$ cat config.mk
export PLATFORM = sky130hd
export DESIGN_NAME = tdm_transmit
export DESIGN_NICKNAME = d
export VERILOG_FILES = /design/src/rtl/tdm_transmit.sv
export SDC_FILE = /design/constraint.sdc
export NUM_CORES = 1
export LEC_CHECK = 0
export ABC_AREA = 1
export BUFFER_PORTS_ARGS = -buffer_cell sky130_fd_sc_hd__buf_2
export CAP_MARGIN = 30
export CORE_MARGIN = 4
export CORE_UTILIZATION = 46
export DETAILED_ROUTE_END_ITERATION = 6
export PLACE_DENSITY_LB_ADDON = 0.1
export SYNTH_ARGS = -nofsm -noshare
export SYNTH_HDL_FRONTEND = slang
export SYNTH_SLANG_ARGS = --single-unit
$ cat constraint.sdc
create_clock -name clk_in -period 6 [get_ports clk_in]
set_input_delay 0 -clock clk_in [delete_from_list [all_inputs] [get_ports clk_in]]
set_output_delay 0 -clock clk_in [all_outputs]
set_load 0.02 [all_outputs]
$ cat src/rtl/tdm_transmit.sv
// TDM serializer: shifts SLOTS signed samples MSB-first onto the shared SD line,
// paced by an externally generated SCK/WS pair that is oversampled on clk_in.
module tdm_transmit #(
    parameter int SLOTS        = 2,
    parameter int SAMPLE_WIDTH = 24,
    parameter int SLOT_WIDTH   = 32
) (
    input  logic                            clk_in,
    input  logic                            rst_in,
    input  logic                            sck_in,
    input  logic                            ws_in,
    input  logic [SLOTS*SAMPLE_WIDTH-1:0]   audio_in,
    input  logic                            audio_valid_in,
    output logic                            ready_out,
    output logic                            sd_out,
    output logic                            sd_oe_out,
    output logic                            frame_start_out,
    output logic                            underrun_out,
    output logic                            frame_error_out
);

    localparam int POS_W   = (SLOT_WIDTH > 1) ? $clog2(SLOT_WIDTH) : 1;
    localparam int SLOT_CW = $clog2(SLOTS + 1);
    localparam logic [POS_W-1:0]   POS_LAST  = POS_W'(SLOT_WIDTH - 1);
    localparam logic [SLOT_CW-1:0] SLOT_LAST = SLOT_CW'(SLOTS - 1);
    localparam logic [POS_W:0]     DATA_LIM  = (POS_W + 1)'(SAMPLE_WIDTH);

    typedef enum logic [1:0] {
        IDLE,
        ARMED,
        SHIFT
    } state_t;

    typedef logic [SLOTS-1:0][SAMPLE_WIDTH-1:0] frame_t;

    state_t               state_q, state_d;
    frame_t               pending_q, pending_d;
    frame_t               active_q, active_d;
    frame_t               tx_q, tx_d;
    logic                 pending_full_q, pending_full_d;
    logic [POS_W-1:0]     pos_q, pos_d;
    logic [SLOT_CW-1:0]   slot_q, slot_d;
    logic                 sd_q, sd_d;
    logic                 sd_oe_q, sd_oe_d;
    logic                 frame_start_q, frame_start_d;
    logic                 underrun_q, underrun_d;
    logic                 frame_error_q, frame_error_d;
    logic                 sck_meta_q, sck_meta_d;
    logic                 sck_sync_q, sck_sync_d;
    logic                 sck_prev_q, sck_prev_d;
    logic                 ws_meta_q, ws_meta_d;
    logic                 ws_sync_q, ws_sync_d;

    logic                 sck_rise;
    logic                 sck_fall;
    logic                 load;
    logic                 frame_start;
    logic                 last_bit;

    assign sck_rise    = sck_sync_q & ~sck_prev_q;
    assign sck_fall    = ~sck_sync_q & sck_prev_q;
    assign load        = audio_valid_in & ~pending_full_q;
    assign frame_start = sck_rise & ws_sync_q;
    assign last_bit    = (state_q == SHIFT) && (pos_q == POS_LAST) && (slot_q == SLOT_LAST);

    always_comb begin
        sck_meta_d     = sck_in;
        sck_sync_d     = sck_meta_q;
        sck_prev_d     = sck_sync_q;
        ws_meta_d      = ws_in;
        ws_sync_d      = ws_meta_q;
        state_d        = state_q;
        pending_d      = pending_q;
        pending_full_d = pending_full_q;
        active_d       = active_q;
        tx_d           = tx_q;
        pos_d          = pos_q;
        slot_d         = slot_q;
        sd_d           = sd_q;
        sd_oe_d        = sd_oe_q;
        frame_start_d  = 1'b0;
        underrun_d     = 1'b0;
        frame_error_d  = 1'b0;

        if (load) begin
            pending_d      = frame_t'(audio_in);
            pending_full_d = 1'b1;
        end

        // A WS rise restarts the frame from any state; a same-cycle load goes straight to active.
        if (frame_start) begin
            frame_start_d = 1'b1;
            state_d       = ARMED;
            if (load) begin
                active_d       = frame_t'(audio_in);
                pending_full_d = 1'b0;
            end else if (pending_full_q) begin
                active_d       = pending_q;
                pending_full_d = 1'b0;
            end else begin
                underrun_d = 1'b1;
            end
            if ((state_q != IDLE) && !last_bit) begin
                frame_error_d = 1'b1;
            end
        end else if (sck_fall) begin
            case (state_q)
                ARMED: begin
                    tx_d    = active_q;
                    sd_d    = active_q[0][SAMPLE_WIDTH-1];
                    tx_d[0] = active_q[0] << 1;
                    sd_oe_d = 1'b1;
                    pos_d   = '0;
                    slot_d  = '0;
                    state_d = SHIFT;
                end
                SHIFT: begin
                    if (last_bit) begin
                        sd_d    = 1'b0;
                        sd_oe_d = 1'b0;
                        state_d = IDLE;
                    end else if (pos_q == POS_LAST) begin
                        // Slot boundary: the next slot's sample moves into tx_d[0].
                        pos_d  = '0;
                        slot_d = slot_q + 1'b1;
                        for (int i = 0; i < SLOTS - 1; i++) begin
                            tx_d[i] = tx_q[i+1];
                        end
                        tx_d[SLOTS-1] = '0;
                        sd_d          = tx_d[0][SAMPLE_WIDTH-1];
                        tx_d[0]       = tx_d[0] << 1;
                        sd_oe_d       = 1'b1;
                    end else begin
                        pos_d = pos_q + 1'b1;
                        if ({1'b0, pos_d} < DATA_LIM) begin
                            sd_d    = tx_q[0][SAMPLE_WIDTH-1];
                            tx_d[0] = tx_q[0] << 1;
                            sd_oe_d = 1'b1;
                        end else begin
                            sd_d    = 1'b0;
                            sd_oe_d = 1'b0;
                        end
                    end
                end
                default: begin
                end
            endcase
        end
    end

    always_ff @(posedge clk_in or posedge rst_in) begin
        if (rst_in) begin
            sck_meta_q     <= 1'b0;
            sck_sync_q     <= 1'b0;
            sck_prev_q     <= 1'b0;
            ws_meta_q      <= 1'b0;
            ws_sync_q      <= 1'b0;
            state_q        <= IDLE;
            pending_q      <= '0;
            pending_full_q <= 1'b0;
            active_q       <= '0;
            tx_q           <= '0;
            pos_q          <= '0;
            slot_q         <= '0;
            sd_q           <= 1'b0;
            sd_oe_q        <= 1'b0;
            frame_start_q  <= 1'b0;
            underrun_q     <= 1'b0;
            frame_error_q  <= 1'b0;
        end else begin
            sck_meta_q     <= sck_meta_d;
            sck_sync_q     <= sck_sync_d;
            sck_prev_q     <= sck_prev_d;
            ws_meta_q      <= ws_meta_d;
            ws_sync_q      <= ws_sync_d;
            state_q        <= state_d;
            pending_q      <= pending_d;
            pending_full_q <= pending_full_d;
            active_q       <= active_d;
            tx_q           <= tx_d;
            pos_q          <= pos_d;
            slot_q         <= slot_d;
            sd_q           <= sd_d;
            sd_oe_q        <= sd_oe_d;
            frame_start_q  <= frame_start_d;
            underrun_q     <= underrun_d;
            frame_error_q  <= frame_error_d;
        end
    end

    assign ready_out       = ~pending_full_q;
    assign sd_out          = sd_q;
    assign sd_oe_out       = sd_oe_q;
    assign frame_start_out = frame_start_q;
    assign underrun_out    = underrun_q;
    assign frame_error_out = frame_error_q;

endmodule

==> results.sh, run 1 <==
export IMPL_status="complete, no violations"
export IMPL_crit_required_ps=6270
export IMPL_post_cts_resized=0
export IMPL_h_tree_depth=4
export IMPL_drc=0
export IMPL_finalSetupViolCount=0
export IMPL_post_route_util_pct=57.70
export IMPL_hold_viol=0
export IMPL_grt_pass1_vias=4406
export IMPL_synthesis_area_um2=6920
export IMPL_ant_nets=0
export IMPL_fmax_ghz=0.4273
export IMPL_diodes=0
export IMPL_tightest_slew_ps=898.0
export IMPL_ys_seq_elements=163
export IMPL_synth_largest_area_cell="dfrtp_1"
export IMPL_power_w=0.003676
export IMPL_relSlewSlack_pct=40.14
export IMPL_cts_hold_buf=52
export IMPL_clock_skew_ps=5.939
export IMPL_report_final_slew_viol_count=0
export IMPL_core_area_um2=14640
export IMPL_pre_cts_slack_ps=3646
export IMPL_synth_area_top_cells="dfrtp_1 (59%), mux2_2 (4.6%), inv_1 (4.4%)"
export IMPL_critPathMaxFanout=26
export IMPL_overflow=0
export IMPL_grt_start_max_net_pins=101
export IMPL_post_route_period_util_pct=39.00
export IMPL_viasPerCell=4.797
export IMPL_chipHeight_um=130.7
export IMPL_synthesis_instances=631
export IMPL_power_density_nw_per_um2=435.1
export IMPL_post_cts_buffers=0
export IMPL_synth_top_cell_area_share_pct=58.94
export IMPL_r2r_start="state_q[0]"
export IMPL_place_congestion=0.7625
export IMPL_hold_ws_ps=227.3
export IMPL_cts_root_buf="clkbuf_16"
export IMPL_syn_nets=691
export IMPL_area_delta_synth_final_pct=22.09
export IMPL_cts_tree="built"
export IMPL_dp_hpwl_mm=8.441
export IMPL_hp_class="in -> reg"
export IMPL_path_class="reg -> reg"
export IMPL_drtIter0Drc=281
export IMPL_grt_setup_unrepaired="no"
export IMPL_power_leakage_nw=3.920
export IMPL_portBuffers=58
export IMPL_min_from="ws_in"
export IMPL_cp_start_kind="flop"
export IMPL_ys_seq_area_share_pct=58.94
export IMPL_cts_buffers=17
export IMPL_drive_above_1_share_pct=26.04
export IMPL_yosysWarningCount=0
export IMPL_initial_core_util_pct=47.26
export IMPL_row_count=44
export IMPL_min_period_ps=2340
export IMPL_cp_arrival_ps=2610
export IMPL_timing_max_cap_violations=0
export IMPL_wl_per_cell_um=14.10
export IMPL_worst_slack_ps=3660
export IMPL_peakVddDrop_mv=0.2302
export IMPL_via_count=4456
export IMPL_die_area_um2=17070
export IMPL_first_pass_iters=4
export IMPL_ios=59
export IMPL_crit_start="state_q[0]"
export IMPL_clkTransAtPathRegs_ps=60
export IMPL_fillers=1223
export IMPL_clk_latency_ps=420
export IMPL_synth_avg_cell_area_um2=10.97
export IMPL_grt_use_total_pct=16.77
export IMPL_yosysUniqueCellTypes=33
export IMPL_antenna_found_initial=0
export IMPL_die_w_um=130.7
export IMPL_cp_end_kind="flop"
export IMPL_setup_tns_ps=0
export IMPL_grt_pass1_wl_mm=22.28
export IMPL_wl_mm=13.10
export IMPL_cts_path_max_buffers=2
export IMPL_cts_sinks=163
export IMPL_nNetsFinal=792
==> kinds of logic (layout without fill, tap and decap cells) <==
family,Yosys count,in the layout,share of synthesized area (%)
AO/OA/AOI/OAI,172,172,15.15
flip-flops,163,163,58.94
AND/OR/NAND/NOR,121,121,8.118
buffers and inverters,120,234,7.720
multiplexers,47,47,8.678
adder cells (fa/ha/maj),7,7,1.266
XOR/XNOR,1,1,0.1266
==> layout by cell type (no fill, tap or decap), types with 19 or more instances in the layout <==
cell           synthesis  final
dlygate4sd3_1          0     52
mux2_4                19     19
mux2_2                28     28
a21oi_2               22     22
a21oi_1               26     26
o22ai_1               26     26
buf_2                 10     58
dfrtp_1              163    163
nand2_1               72     71
inv_1                 82     81
o21ai_0               52     52
o21ai_1               22     22
o21a_1                20     20
==> per-stage QoR <==
step / area [µm²] / cells
after CTS: 8449 / 929
after global placement: 7276 / 844
after global routing: 8449 / 929
after floorplan: 6920 / 631
final: 8449 / 929
after detailed placement: 7291 / 845
==> flip-flops by register name, indices dropped and copies added, names as in the netlist <==
| name | flops |
|---|---|
| active_q | 48 |
| frame_error_out | 1 |
| frame_start_out | 1 |
| pending_full_q | 1 |
| pending_q | 48 |
| pos_q | 5 |
| sck_meta_q | 1 |
| sck_prev_d | 1 |
| sck_prev_q | 1 |
| sd_oe_out | 1 |
| sd_out | 1 |
| slot_q | 2 |
| state_q | 2 |
| tx_q | 47 |
| underrun_out | 1 |
| ws_meta_q | 1 |
| ws_sync_q | 1 |
==> layout make-up <==
type,instances,area (µm²),area share [%]
flip-flops and latches,163,4079,48.27
multi-input cells,348,2315,27.40
repair buffers,115,855.8,10.13
clock buffers,23,488.0,5.775
inverters,87,331.6,3.924
well taps,184,230.2,2.725
clock inverters,9,150.1,1.777
==> path summary, 6_finish.rpt <==
| kind | to | slack [ps] | depth (start not counted) |
|---|---|---|---|
| max | tx_q[28] | 3660 | 5 |
| min | ws_meta_q | 230 | 2 |
| max reg2reg | tx_q[28] | 3660 | 5 |
| min reg2reg | sck_prev_d | 340 | 0 |
| max in group asynchronous | tx_q[38] | 4280 | 4 |
| min in group asynchronous | ws_sync_q | 300 | 3 |
==> layer usage <==
metal / routed length, µm / vias to the layer above / GRT usage [%] / share of wire [%]
met5: 0 / - / 0 / 0
met4: 244 / 0 / 6.655 / 1.9
met3: 475 / 20 / 4.065 / 3.6
met2: 5339 / 76 / 22.73 / 41
met1: 7038 / 2079 / 25.80 / 54
li1: - / 2281 / - / -
==> cell usage after synthesis (all sizes together) <==
cell type and number:
buf 24, a32o 2, mux2 47, a31oi 1
a21oi 48, or2 1, nand3 9, ha 7
nand4 1, nor3 4, nor2 32, dfrtp 163
inv 86, o22ai 26, xnor2 1, o21a 20
nand2 74, clkinv 1, clkbuf 9, o21ai 75
==> report_power, final <==
part	internal (W)	leakage [nW]	switching [W]
Sequential	0.00144	1.99	0.000122
Clock	0.000739	0.309	0.000415
Combinational	0.000411	1.62	0.000555
==> worst max-delay path: stages, from the launching register on <==
cell,delay (ps)
dfrtp_1,400
inv_1,90
ha_1,500
inv_2,320
nand2_1,700
o22ai_1,170
Note: power is estimated with default switching activity, not from simulation.
==> run 2, diff against run 1 <==
- clock period: 6 -> 2.12 ns (I/O delays scaled with it)
==> results.sh, run 2 (synthesized netlist as in run 1, its figures left out) <==
export IMPL_status="complete, no violations"
export IMPL_overflow=0
export IMPL_peakVddDrop_mv=0.7130
export IMPL_grt_pass1_vias=4608
export IMPL_worstReg2RegEnd="tx_q[6]"
export IMPL_dp_hpwl_mm=8.609
export IMPL_clkTransAtPathRegs_ps=60
export IMPL_drc=0
export IMPL_cts_sinks=163
export IMPL_clock_skew_ps=8.490
export IMPL_dpl_cell_count=852
export IMPL_top_regs="active_q (48), pending_q (48), tx_q (47)"
export IMPL_layout_commonest_cell="dfrtp_1"
export IMPL_post_route_period_util_pct=96.30
export IMPL_final_cells=947
export IMPL_crit_required_ps=2430
export IMPL_r2r_start="pos_q[0]"
export IMPL_initial_core_util_pct=47.26
export IMPL_antenna_found_initial=0
export IMPL_row_count=44
export IMPL_h_tree_depth=4
export IMPL_area_delta_synth_final_pct=25.89
export IMPL_cp_arrival_ps=2350
export IMPL_grt_start_max_net_pins=97
export IMPL_relSlewSlack_pct=65.60
export IMPL_die_area_um2=17070
export IMPL_grt_setup_unrepaired="yes"
export IMPL_ios=59
export IMPL_hold_ws_ps=152.0
export IMPL_fillers=1203
export IMPL_drive_above_1_share_pct=28.44
export IMPL_cts_tree="built"
export IMPL_cts_buffers=17
export IMPL_tightest_slew_ps=514.0
export IMPL_cp_start_kind="flop"
export IMPL_place_congestion=0.8413
export IMPL_cts_root_buf="clkbuf_16"
export IMPL_core_area_um2=14640
export IMPL_power_density_nw_per_um2=1222
export IMPL_wl_mm=13.97
export IMPL_grt_use_total_pct=17.65
export IMPL_hp_class="in -> async"
export IMPL_viasPerCell=4.937
export IMPL_min_period_ps=2042
export IMPL_chipHeight_um=130.7
export IMPL_hold_viol=0
export IMPL_via_count=4675
export IMPL_grt_pass1_wl_mm=23.63
export IMPL_die_w_um=130.7
export IMPL_finalSetupViolCount=0
export IMPL_wl_per_cell_um=14.75
export IMPL_power_leakage_nw=4.034
export IMPL_timing_max_cap_violations=0
export IMPL_cp_end_kind="flop"
export IMPL_cts_path_max_buffers=2
export IMPL_drtIter0Drc=342
export IMPL_regToRegSetupSlack_ps=80
export IMPL_fmax_ghz=0.4898
export IMPL_report_final_slew_viol_count=0
export IMPL_first_pass_iters=6
export IMPL_nNetsFinal=810
export IMPL_portBuffers=58
export IMPL_path_class="reg -> reg"
export IMPL_critPathMaxFanout=11
export IMPL_clk_latency_ps=430
export IMPL_ant_nets=0
export IMPL_r2r_worst_path_cells=12
export IMPL_final_cell_mix="dfrtp_1 (163), inv_1 (81), nand2_1 (71)"
export IMPL_diodes=0
## run 2: cell types whose count changed in the layout (fill, tap and decap cells not counted), moves of 2 or more
| cell | before | now |
|---|---|---|
| ha_2 | 0 | 2 |
| nand2_8 | 1 | 4 |
| clkinv_4 | 0 | 5 |
| buf_12 | 0 | 6 |
| nor2_1 | 13 | 10 |
| clkbuf_8 | 4 | 1 |
| ha_1 | 7 | 5 |
| nor2_2 | 17 | 20 |
| buf_4 | 4 | 14 |
## run 2: area by class of cell
cell class,count,area [µm²],area share (%)
Sequential cell,163,4079,46.82
Multi-Input combinational cell,350,2381,27.33
Timing Repair Buffer,131,1061,12.18
Clock buffer,20,446.7,5.127
Inverter,87,332.8,3.820
Tap cell,184,230.2,2.643
Clock inverter,12,181.4,2.082
## run 2: repair_timing
item                                   CTS  global route
setup endpoints to repair                2            47
setup buffers                            0             8
gates resized for setup                  0            11
cloned                                   1             2
pin swaps                                1             5
hold buffers                            52             0
endpoints found under the hold margin  119             0
## run 2: worst max-delay path, stage by stage, from the launching register on
cell and delay [ps]:
dfrtp_1 390, ha_2 210, nand2_1 70, nor2_2 140, ha_2 210, nand3_1 110, inv_2 110, nor2_4 60
o21ai_4 200, buf_12 180, nand2_8 100, nor2_2 110, a21oi_2 30
## run 2: layer usage
metal / share of wire (%) / up-vias / routed length [µm] / global-route usage [%]
met5: 0 / - / 0 / 0
met4: 1.6 / 0 / 226 / 7.562
met3: 4.5 / 14 / 627 / 4.106
met2: 43 / 108 / 5958 / 24.05
met1: 51 / 2233 / 7157 / 26.92
li1: - / 2320 / - / -
## run 2: power by group
| group | total (W) | internal [W] | switching (W) | leakage, nW |
|---|---|---|---|---|
| Clock | 0.00324 | 0.00201 | 0.00123 | 0.304 |
| Combinational | 0.00298 | 0.00131 | 0.00167 | 1.74 |
| Sequential | 0.00442 | 0.00406 | 0.000360 | 1.99 |
| Total | 0.0106 | 0.00738 | 0.00327 | 4.03 |
## run 2: metrics by stage
| step | TNS, ps | util [%] | total power (W) | area [µm²] | worst slack, ps |
|---|---|---|---|---|---|
| 6_report | 0 | 59.49 | 0.01065 | 8712 | 78.40 |
| 5_1_grt | -1651 | 59.49 | 0.01136 | 8712 | -62.01 |
| 4_1_cts | 0 | 58.43 | 0.01059 | 8557 | 6.826 |
| 3_5_place_dp | 0 | 50.51 | 0.007191 | 7397 | 15.06 |
| 3_3_place_gp | 0 | 50.51 | 0.007062 | 7397 | 134.4 |
| 2_1_floorplan | 0 | - | 0.006600 | 6924 | 49.20 |
## run 2: worst max path at each step
stage               startpoint           to  slack [ps]  cells past startpoint
finish                pos_q[0]      tx_q[6]          80                     12
global route          pos_q[0]      tx_q[8]         -60                     12
CTS                   pos_q[0]      tx_q[2]           7                     10
detailed placement    pos_q[0]     tx_q[21]          20                     11
global placement      pos_q[0]     tx_q[18]         130                     11
floorplan               rst_in  active_q[0]          50                      1
==> run 3, diff against run 2 <==
- CTS_BUF_LIST: unset -> sky130_fd_sc_hd__clkbuf_16
==> results.sh, run 3 (synthesized netlist as in run 1, its figures left out) <==
export IMPL_grt_start_max_net_pins=97
export IMPL_nNetsFinal=810
export IMPL_portBuffers=58
export IMPL_cp_start_kind="flop"
export IMPL_ant_nets=0
export IMPL_peakVddDrop_mv=0.7099
export IMPL_status="complete, no violations"
export IMPL_p_int_w=0.007333
export IMPL_grt_pass1_vias=4613
export IMPL_layout_commonest_cell="dfrtp_1"
export IMPL_area_delta_synth_final_pct=25.75
export IMPL_tightest_slew_ps=513.8
export IMPL_fillers=1205
export IMPL_setup_tns_ps=0
export IMPL_cts_tree="built"
export IMPL_diodes=0
export IMPL_viasPerCell=4.928
export IMPL_place_congestion=0.8413
export IMPL_placed_cell_area_um2=7397
export IMPL_grt_pass1_wl_mm=23.60
export IMPL_post_route_period_util_pct=96.38
export IMPL_p_seq_share_pct=41.7
export IMPL_cp_end_kind="flop"
export IMPL_crit_required_ps=2420
export IMPL_core_area_um2=14640
export IMPL_top_regs="active_q (48), pending_q (48), tx_q (47)"
export IMPL_row_count=44
export IMPL_grt_use_met2_pct=24.02
export IMPL_initial_core_util_pct=47.26
export IMPL_timing_max_cap_violations=0
export IMPL_report_final_slew_viol_count=0
export IMPL_power_frac_comb_pct=28.2
export IMPL_cp_arrival_ps=2350
export IMPL_antenna_found_initial=0
export IMPL_cts_root_buf="clkbuf_16"
export IMPL_chipHeight_um=130.7
export IMPL_grt_use_total_pct=17.63
export IMPL_fin_area_um2=8702
export IMPL_cts_buffers=17
export IMPL_power_leakage_nw=4.037
export IMPL_grtUsageMet1_pct=26.90
export IMPL_grt_setup_unrepaired="yes"
export IMPL_wl_per_cell_um=14.70
export IMPL_h_tree_depth=4
export IMPL_cts_sinks=163
export IMPL_use_met3_pct=4.106
export IMPL_relSlewSlack_pct=65.61
export IMPL_ios=59
export IMPL_via_count=4667
export IMPL_die_w_um=130.7
export IMPL_wl_mm=13.93
export IMPL_cts_path_max_buffers=2
export IMPL_p_switching_w=0.003262
export IMPL_hold_viol=0
export IMPL_pwr_share_clk_pct=30.1
export IMPL_clock_skew_ps=10.38
export IMPL_drtIter0Drc=349
export IMPL_grt_busiest_layer="met1"
export IMPL_path_class="reg -> reg"
export IMPL_die_area_um2=17070
export IMPL_first_pass_iters=4
export IMPL_critPathMaxFanout=11
export IMPL_regToRegSetupSlack_ps=80
export IMPL_finalSetupViolCount=0
export IMPL_drc=0
export IMPL_sw_frac_of_total_pct=30.79
export IMPL_overflow=0
export IMPL_min_period_ps=2043
export IMPL_power_density_nw_per_um2=1217
export IMPL_clk_latency_ps=430
export IMPL_final_cell_mix="dfrtp_1 (163), inv_1 (83), nand2_1 (71)"
export IMPL_final_cells=947
export IMPL_dp_hpwl_mm=8.609
export IMPL_fmax_ghz=0.4894
export IMPL_drive_above_1_share_pct=28.31
export IMPL_clkTransAtPathRegs_ps=60
export IMPL_hp_class="in -> async"
export IMPL_dpl_cell_count=852
[run 3: per-stage QoR]
step / hold WS (ps) / worst slack, ps / utilization [%] / power [W]
global route: 196.2 / -62.01 / 59.42 / 0.01131
detailed placement: 60.82 / 15.06 / 50.51 / 0.007191
global placement: 46.24 / 134.4 / 50.51 / 0.007062
floorplan: 31.43 / 49.20 / - / 0.006600
CTS: 160.6 / 6.926 / 58.36 / 0.01055
finish: 154.1 / 76.84 / 59.42 / 0.01059
[run 3: worst paths after layout]
check                           startpoint             to  cells after the start
worst min-delay path                rst_in  pending_q[25]                      3
worst min register to register  sck_meta_q     sck_prev_d                      0
worst max register to register    pos_q[0]        tx_q[6]                     12
max in group asynchronous           rst_in   active_q[38]                      4
min in group clk_in                 sck_in     sck_meta_q                      2
worst max-delay path              pos_q[0]        tx_q[6]                     12
[run 3: power groups by stage]
stage / Combinational [W] / Clock (W) / Sequential, W
detailed placement: 0.00273 / 0 / 0.00446
global placement: 0.00263 / 0 / 0.00444
finish: 0.00298 / 0.00319 / 0.00442
CTS: 0.00286 / 0.00327 / 0.00442
global route: 0.00336 / 0.00343 / 0.00452
floorplan: 0.00220 / 0 / 0.00440
[run 3: area by class of cell]
| class | instances | area (µm²) | share of cell area [%] |
|---|---|---|---|
| tap | 184 | 230.2 | 2.646 |
| clock buffer | 17 | 425.4 | 4.889 |
| clock inverter | 15 | 192.7 | 2.214 |
| inverter | 87 | 332.8 | 3.825 |
| multi-input combinational | 350 | 2381 | 27.36 |
| sequential | 163 | 4079 | 46.87 |
| timing repair buffer | 131 | 1061 | 12.19 |
[run 3: what timing repair did]
item | CTS | global route
cloned | 1 | 2
gates resized for setup | 0 | 11
pin swaps | 1 | 5
setup endpoints to repair | 2 | 47
hold buffers | 52 | 0
buffers inserted | 0 | 8
hold endpoints to repair | 119 | 0
[run 3: layer usage]
| metal | routed length [µm] | vias up |
|---|---|---|
| li1 | - | 2318 |
| met1 | 7179 | 2228 |
| met2 | 5884 | 101 |
| met3 | 603 | 20 |
| met4 | 257 | 0 |
| met5 | 0 | - |
[run 3: critical path, stage by stage (launching register included)]
cell and delay, ps:
dfrtp_1 390, ha_2 210, nand2_1 70, nor2_2 140, ha_2 210, nand3_1 110
inv_2 110, nor2_4 60, o21ai_4 200, buf_12 180, nand2_8 100, nor2_2 110
a21oi_2 30
